File: src/rtl/seq_det_scheduler.sv
// seq_det_scheduler: one overlapping PATTERN detector time-shared across NCH serial streams.
// det_valid lands 1 cycle after the consuming edge; a stream holds req until granted. `SEQ_SCHED_FIXED_PRIO_EN: fixed priority.
module seq_det_scheduler #(
  parameter int NCH = 4,
  parameter int PAT_W = 4,
  parameter logic [PAT_W-1:0] PATTERN = 4'b1001,
  parameter int CNT_W = 8,
  localparam int CH_W = (NCH > 1) ? $clog2(NCH) : 1
) (
  input  logic             clk,
  input  logic             rst,
  input  logic             en,
  input  logic [NCH-1:0]   req,
  input  logic [NCH-1:0]   bit_in,
  output logic [NCH-1:0]   gnt,
  input  logic             clr,
  input  logic [CH_W-1:0]  clr_ch,
  output logic             det_valid,
  output logic [CH_W-1:0]  det_ch,
  input  logic [CH_W-1:0]  rd_ch,
  output logic [CNT_W-1:0] rd_cnt
);

  localparam int FILL_W = $clog2(PAT_W + 1);
  localparam logic [FILL_W-1:0] FILL_FULL = FILL_W'(PAT_W);

  logic [CH_W-1:0]   ptr;
  logic [PAT_W-1:0]  hist [NCH];
  logic [FILL_W-1:0] fill [NCH];
  logic [CNT_W-1:0]  cnt  [NCH];

  logic [NCH-1:0]    clr_mask;
  logic [NCH-1:0]    avail;
  logic [CH_W-1:0]   idx;
  logic              found;
  logic [CH_W-1:0]   gidx;
  logic              consume;
  logic [PAT_W-1:0]  nxt_hist;
  logic [FILL_W-1:0] nxt_fill;
  logic              match;

  function automatic logic [CH_W-1:0] wrap_inc(input logic [CH_W-1:0] base, input int step);
    int sum;
    sum = int'(base) + step;
    if (sum >= NCH) sum = sum - NCH;
    return CH_W'(sum);
  endfunction

  // A channel being cleared is masked out so clear and consumption never collide.
  always_comb begin
    clr_mask = '0;
    for (int c = 0; c < NCH; c++) begin
      clr_mask[c] = clr && (int'(clr_ch) == c);
    end
  end

  assign avail = req & ~clr_mask;

  always_comb begin
    gnt   = '0;
    found = 1'b0;
    idx   = '0;
    if (rst && en) begin
      for (int i = 0; i < NCH; i++) begin
        idx = wrap_inc(ptr, i);
        if (!found && avail[idx]) begin
          gnt[idx] = 1'b1;
          found    = 1'b1;
        end
      end
    end
  end

  always_comb begin
    gidx = '0;
    for (int c = 0; c < NCH; c++) begin
      if (gnt[c]) gidx = CH_W'(c);
    end
  end

  assign consume  = |gnt;
  assign nxt_hist = {hist[gidx][PAT_W-2:0], bit_in[gidx]};
  assign nxt_fill = (fill[gidx] == FILL_FULL) ? FILL_FULL : fill[gidx] + 1'b1;
  // A full fill is required so reset zeros in the history can never fake a match.
  assign match    = consume && (nxt_hist == PATTERN) && (nxt_fill == FILL_FULL);

`ifdef SEQ_SCHED_FIXED_PRIO_EN
  assign ptr = '0;
`else
  always_ff @(posedge clk or negedge rst) begin
    if (!rst) begin
      ptr <= '0;
    end else if (consume) begin
      ptr <= wrap_inc(gidx, 1);
    end
  end
`endif

  always_ff @(posedge clk or negedge rst) begin
    if (!rst) begin
      for (int c = 0; c < NCH; c++) begin
        hist[c] <= '0;
        fill[c] <= '0;
        cnt[c]  <= '0;
      end
    end else begin
      for (int c = 0; c < NCH; c++) begin
        if (clr_mask[c]) begin
          hist[c] <= '0;
          fill[c] <= '0;
          cnt[c]  <= '0;
        end else if (gnt[c]) begin
          hist[c] <= nxt_hist;
          fill[c] <= nxt_fill;
          if (match && (cnt[c] != {CNT_W{1'b1}})) cnt[c] <= cnt[c] + 1'b1;
        end
      end
    end
  end

  always_ff @(posedge clk or negedge rst) begin
    if (!rst) begin
      det_valid <= 1'b0;
      det_ch    <= '0;
    end else begin
      det_valid <= match;
      if (match) det_ch <= gidx;
    end
  end

  always_comb begin
    rd_cnt = '0;
    if (int'(rd_ch) < NCH) rd_cnt = cnt[rd_ch];
  end

endmodule

File: config.mk
export PLATFORM = sky130hd
export DESIGN_NAME = seq_det_scheduler
export DESIGN_NICKNAME = d
export VERILOG_FILES = /design/src/rtl/seq_det_scheduler.sv
export SDC_FILE = /design/constraint.sdc
export NUM_CORES = 1
export LEC_CHECK = 0
export CORE_ASPECT_RATIO = 0.8
export CORE_UTILIZATION = 64
export DETAILED_ROUTE_END_ITERATION = 10
export PLACE_DENSITY = 0.89
export SLEW_MARGIN = 10
export SYNTH_ARGS = -nofsm -noshare
export SYNTH_HDL_FRONTEND = slang
export SYNTH_SLANG_ARGS = --single-unit
File: constraint.sdc
create_clock -name clk -period 8.14 [get_ports clk]
set_clock_uncertainty 0.05 [all_clocks]
set_input_delay 0.814 -clock clk [delete_from_list [all_inputs] [get_ports clk]]
set_output_delay 0.814 -clock clk [all_outputs]
set_load 0.01 [all_outputs]
==> flow_summary.json, run 1 <==
{
  "status": "completed",
  "synth.avg_cell_area_um2": 8.93,
  "htreeDepth": 3,
  "cts_inserted_buffers": 9,
  "die_h_um": 75.6,
  "cts_hold_buf": 0,
  "grt_usage_pct": 34.2,
  "clockBufferDepth": 2,
  "crit_path_end_kind": "register",
  "start_kind": "input pin",
  "hold_viol": 0,
  "vias_per_cell": 6.99,
  "drive_gt1_share_pct": 10.3,
  "die_area_um2": 7110,
  "drt-met1-wl_mm": 4.88,
  "cts_sinks": 61,
  "mostFrequentLayoutCells": "nand2_1, dfrtp_1, a21oi_1, nor2_1, clkdlybuf4s50_1",
  "final_nets": 528,
  "p_leak_nw": 2.13,
  "fmaxAchievable_mhz": 156,
  "synth_nets": 515,
  "grt_pass1_wl_mm": 18.3,
  "cp_slowest_cell": "clkdlybuf4s50_1",
  "maxCapViolations": 0,
  "cp.required_ps": 8330,
  "die_x_um": 94.0,
  "synthCells": 485,
  "final_area_um2": 4790,
  "slew_headroom_pct": 26.7,
  "netlist.area_leader.share_pct": 35.2,
  "clkTransAtPathRegs_ps": 70,
  "dr_wl_met2_mm": 5.15,
  "fin_setup_tns_ps": 0,
  "cp.arrival_ps": 6600,
  "final_antenna_net_count": 0,
  "synthArstFlopShare_pct": 100,
  "io_buffer_count": 30,
  "antenna_cells": 0,
  "highest-signal-layer": "met4",
  "rsz0062_at_grt": "false",
  "core_area_um2": 6470,
  "r2r_cells": 17,
  "setup.worst_path.class": "in2reg",
  "seqCellArea_um2": 1530,
  "slew_violations": 0,
  "hold_path_class": "reg2reg",
  "start_util_pct": 66.9,
  "antenna_found_initial": 0,
  "whs_path_depth": 2,
  "grt.overflow.total": 0,
  "ir_worst_vdd_mv": 0.178,
  "place.gp.congestion": 0.991,
  "wl_per_cell_um": 19.6,
  "rows": 26,
  "synth_warnings": 0,
  "grt_pass1_vias": 3589,
  "ys_top_cells_by_area": "dfrtp_1, nand2_1, a21oi_1",
  "critPathBufInv": 3,
  "num-fill-cells": 473,
  "path_cells": "clkdlybuf4s50_1 -> xnor2_4 -> a211oi_1 -> a211oi_1 -> a22o_1 -> nor2_1 -> o21a_2 -> nor2_1 -> o311ai_0 -> ha_1 -> inv_1 -> a31oi_1 -> a21boi_1 -> o2111ai_4 -> inv_2 -> a31oi_1 -> a41o_1",
  "post_dp_cell_area_um2": 4590,
  "root_buffer": "clkbuf_8",
  "ys_types": 72,
  "path_delay_family": "compound AO/OA/AOI/OAI gates",
  "dr.pass1.iters": 5,
  "drt-total-wl_mm": 11.5,
  "finalSetupViolCount": 0,
  "multi_input_area_um2": 2580,
  "final_common_cell": "nand2_1",
  "post-cts-setup-buffers": 0,
  "dominantRegCellSynth": "dfrtp_1",
  "synth_edf_count": 0,
  "wl_met3_mm": 1.26,
  "ioPinCount": 31,
  "seq_area_frac_synth_pct": 35.2,
  "slowest_delay_ps": 920,
  "initialDrtViolationCount": 444,
  "dp_hpwl_mm": 8.05,
  "vias": 4101,
  "crit_path_max_fanout": 30,
  "timing.final.crit_share_pct": 78.8,
  "cts_tree": "built",
  "path_depth": 17,
  "yosysTopAreaCell": "dfrtp_1",
  "grt_max_degree": 64,
  "worstSkewPairLatency_ps": 350,
  "syn_area_um2": 4330,
  "powerDensity_nw_per_um2": 268,
  "cts_resized": 0,
  "syn2layout_area_growth_pct": 10.5,
  "worstMarginPinSlew_ps": 1090,
  "synth-seq-cells": 61,
  "drcViolationCount": 0,
  "fin_crit_ps": 6420
}
-- worst reg2reg max path: cells and delay by family (launching register included) --
kind | cells | cell delay [ps]
flip-flops | 1 | 700
buffers and inverters | 3 | 830
adder cells (fa/ha/maj) | 2 | 630
AND/OR/NAND/NOR | 2 | 890
AO/OA/AOI/OAI | 10 | 2750
-- cell usage after synthesis (3+ instances only) --
library cell  count
nand2_1          63
dfrtp_1          61
a21oi_1          38
nor2_1           33
o21ai_0          26
nand3_1          20
inv_1            18
and3_1           15
clkbuf_1         15
mux2i_1          15
a31oi_1          14
ha_1             14
nand4_1          12
a41o_1            9
a211oi_1          8
mux4_2            8
or3_1             7
and2_1            6
buf_2             6
o31ai_1           6
or2_2             6
o211ai_1          5
a21o_1            4
buf_6             4
nand4b_1          4
a31o_2            3
buf_1             3
nand2b_1          3
o21a_1            3
o311ai_0          3
or4_1             3
-- sequential cells by signal, summed over array words and instances (netlist names) --
signal	flops
cnt	32
det_ch	2
det_valid	1
fill	12
hist	12
ptr	2
-- final timing paths --
check                                 startpoint               endpoint  slack, ps
max reg2reg                   ptr[0]$_DFFE_PN0P_    cnt[31]$_DFFE_PN0P_       2160
min reg2reg                det_ch[1]$_DFFE_PN0P_  det_ch[1]$_DFFE_PN0P_        440
min                        det_ch[1]$_DFFE_PN0P_  det_ch[1]$_DFFE_PN0P_        440
min in group asynchronous                    rst    hist[8]$_DFFE_PN0P_        590
max in group asynchronous                    rst    cnt[27]$_DFFE_PN0P_       6950
max                                    clr_ch[0]    cnt[31]$_DFFE_PN0P_       1720
-- per-layer routing --
layer / vias up / track usage, %
met1: 1957 / 49.8
met3: 36 / 8.88
met5: - / 0
li1: 1848 / -
met4: 0 / 11.5
met2: 260 / 50.3
-- cells by family after synthesis --
logic type / synth area share, %
compound gates: 26.2
xor+xnor: 0.838
fa+ha+maj: 4.04
buf+inv: 5.31
flops: 35.2
mux: 8.14
simple gates: 20.3
-- per-stage QoR --
stage / hold WS, ps / utilization [%] / total power [mW] / instances / setup WS [ps]
floorplan: 426 / - / 0.861 / 485 / 3530
finish: 445 / 73.9 / 1.28 / 587 / 1720
detailed placement: 433 / 71.0 / 0.995 / 571 / 1650
global placement: 430 / 71.0 / 0.970 / 571 / 1950
CTS: 452 / 73.9 / 1.27 / 587 / 1940
global route: 489 / 73.9 / 1.35 / 587 / 1360
-- area by class of cell --
class	instances	share of cell area, %
clock buffers	12	3.03
clock inverters	4	0.993
inverters	20	1.57
multi-input cells	374	53.8
flip-flops and latches	61	31.9
well taps	84	2.20
repair buffers	32	6.48
-- power by group --
part,internal (mW),switching (mW),total (mW)
Sequential,0.348,0.0495,0.398
Clock,0.149,0.118,0.266
Combinational,0.212,0.407,0.619
Note: power is estimated with default switching activity, not from simulation.
==> run 2, diff against run 1 <==
Settings changed: CORE_UTILIZATION 64 to 54, PLACE_DENSITY 0.89 to 0.8.
Clock period 8.14 ns to 5.77 ns, I/O delays scaled along.
==> flow_summary.json, run 2 (synthesized netlist as in run 1, its figures left out) <==
{
  "seqCellArea_um2": 1530,
  "drcViolationCount": 0,
  "top_regs": "cnt (32), fill (12), hist (12)",
  "cts_inserted_buffers": 9,
  "rows": 28,
  "multi_input_area_um2": 2580,
  "final_common_cell": "nand2_1",
  "p_leak_nw": 2.18,
  "num-fill-cells": 648,
  "fin_hold_ws_ps": 378,
  "final_core_util_pct": 64.8,
  "largest_reg_flops": 32,
  "path_depth": 17,
  "pre_cts_ws_ps": 245,
  "ioPinCount": 31,
  "worstMarginPinSlew_ps": 1020,
  "crit_path_max_fanout": 30,
  "cp.required_ps": 5980,
  "grt_pass1_vias": 4045,
  "worstSkewPairLatency_ps": 340,
  "drive_gt1_share_pct": 12.1,
  "grt_usage_pct": 31.7,
  "initialDrtViolationCount": 460,
  "start_util_pct": 57.3,
  "status": "completed",
  "fin_setup_tns_ps": 0,
  "critPathBufInv": 3,
  "dr.pass1.iters": 4,
  "hold_viol": 0,
  "die_area_um2": 8390,
  "antenna_cells": 0,
  "worstReg2RegEnd": "cnt[25]$_DFFE_PN0P_",
  "rrSetupSlack_ps": 470,
  "ir_worst_vdd_mv": 0.218,
  "cts_tree": "built",
  "setup.worst_path.class": "in2reg",
  "fmaxAchievable_mhz": 188,
  "root_buffer": "clkbuf_8",
  "maxCapViolations": 0,
  "rsz0062_at_grt": "false",
  "worst_slack_ps": 462,
  "clockBufferDepth": 2,
  "vias_per_cell": 6.70,
  "power_frac_clock_pct": 22.4,
  "p_seq_share_pct": 29.6,
  "cp.arrival_ps": 5520,
  "core_area_um2": 7570,
  "hold_path_class": "in2async",
  "r2r_start": "ptr[0]$_DFFE_PN0P_",
  "htreeDepth": 3,
  "finalNonFillerCells": 616,
  "start_kind": "input pin",
  "mostFrequentLayoutCells": "nand2_1, dfrtp_1, a21oi_1, nor2_1, clkdlybuf4s50_1",
  "place.gp.congestion": 0.972,
  "r2r_cells": 19,
  "grt_max_degree": 62,
  "die_x_um": 102,
  "path_cells": "clkdlybuf4s50_1 -> nor2b_1 -> a211oi_1 -> or2_1 -> a22o_4 -> o41ai_4 -> nand2_1 -> nand3_1 -> o311ai_0 -> inv_1 -> ha_1 -> a31oi_1 -> a32o_1 -> o2111ai_4 -> inv_2 -> nand2_1 -> mux2i_1",
  "fin_crit_ps": 5310,
  "timing.final.crit_share_pct": 92.0,
  "crit_path_end_kind": "register",
  "switchingPower_uw": 843,
  "swShare_pct": 44.1,
  "slew_violations": 0,
  "path_delay_family": "compound AO/OA/AOI/OAI gates",
  "cpMostUsedCell": "nand2_1",
  "cts_hold_buf": 0,
  "powerDensity_nw_per_um2": 390,
  "wl_per_cell_um": 19.9,
  "post-cts-setup-buffers": 0,
  "critPathCapture": "cnt[25]$_DFFE_PN0P_",
  "antenna_found_initial": 0,
  "io_buffer_count": 30,
  "slew_headroom_pct": 31.9,
  "final_antenna_net_count": 0,
  "dp_hpwl_mm": 8.67,
  "finalSetupViolCount": 0,
  "die_h_um": 82.1,
  "intPower_mw": 1.07,
  "grt.overflow.total": 0,
  "cts_resized": 0,
  "dpl.cell_count": 600,
  "top_register": "cnt",
  "clkTransAtPathRegs_ps": 70,
  "drt-total-wl_mm": 12.2,
  "pwr-share-comb_pct": 48.1,
  "final_nets": 536,
  "grt_pass1_wl_mm": 20.1,
  "cts_sinks": 61,
  "cp_slowest_cell": "o41ai_4",
  "syn2layout_area_growth_pct": 13.1,
  "cp-startpoint": "clr",
  "slowest_delay_ps": 770,
  "vias": 4125
}
## run 2: final cells by class
cell class                 count  area share [%]
multi-input combinational    374            52.6
sequential                    61            31.1
timing repair buffer          40            7.56
tap                          105            2.68
clock buffer                   9            2.53
clock inverter                 7            1.99
inverter                      20            1.53
## run 2: power by group through the flow
stage               registers (mW)  clock network, mW  logic (mW)
floorplan                    0.537                  0       0.677
global placement             0.565                  0       0.869
detailed placement           0.569                  0       0.887
CTS                          0.562              0.433       0.896
global route                 0.574              0.454       0.998
finish                       0.565              0.427       0.918
## run 2: how the worst min path moves through the flow
stage / to / cells past startpoint
after floorplan: cnt[0]$_DFFE_PN0P_ / 0
after global placement: hist[12]$_DFFE_PN0P_ / 2
after detailed placement: hist[12]$_DFFE_PN0P_ / 2
after CTS: fill[8]$_DFFE_PN0P_ / 2
after global routing: hist[4]$_DFFE_PN0P_ / 2
final: fill[8]$_DFFE_PN0P_ / 2
## run 2: per-stage QoR
stage                     instance area [um2]  power [mW]
final                                    4900        1.91
after global placement                   4680        1.43
after floorplan                          4330        1.21
after global routing                     4900        2.03
after CTS                                4900        1.89
after detailed placement                 4680        1.46
## run 2: worst reg2reg max path, cell delays in order (launching register included)
cell and delay [ps]:
dfrtp_1 680, inv_1 210, ha_1 380, inv_1 140, a211oi_1 80, a2bb2oi_2 230
nor2_1 140, and2_1 220, o41ai_4 740, nand2_1 120, nand3_1 110, o311ai_0 180
inv_1 110, ha_1 210, a31oi_1 60, a32o_1 300, o2111ai_4 470, inv_2 370
nand2_1 220, mux2i_1 200
## run 2: per-layer routing
layer	vias to the layer above	share of wire [%]	GRT usage [%]
li1	1860	-	-
met1	1987	43	42.9
met2	238	44	47.0
met3	40	9.7	8.75
met4	0	3.1	15.9
met5	-	0	0
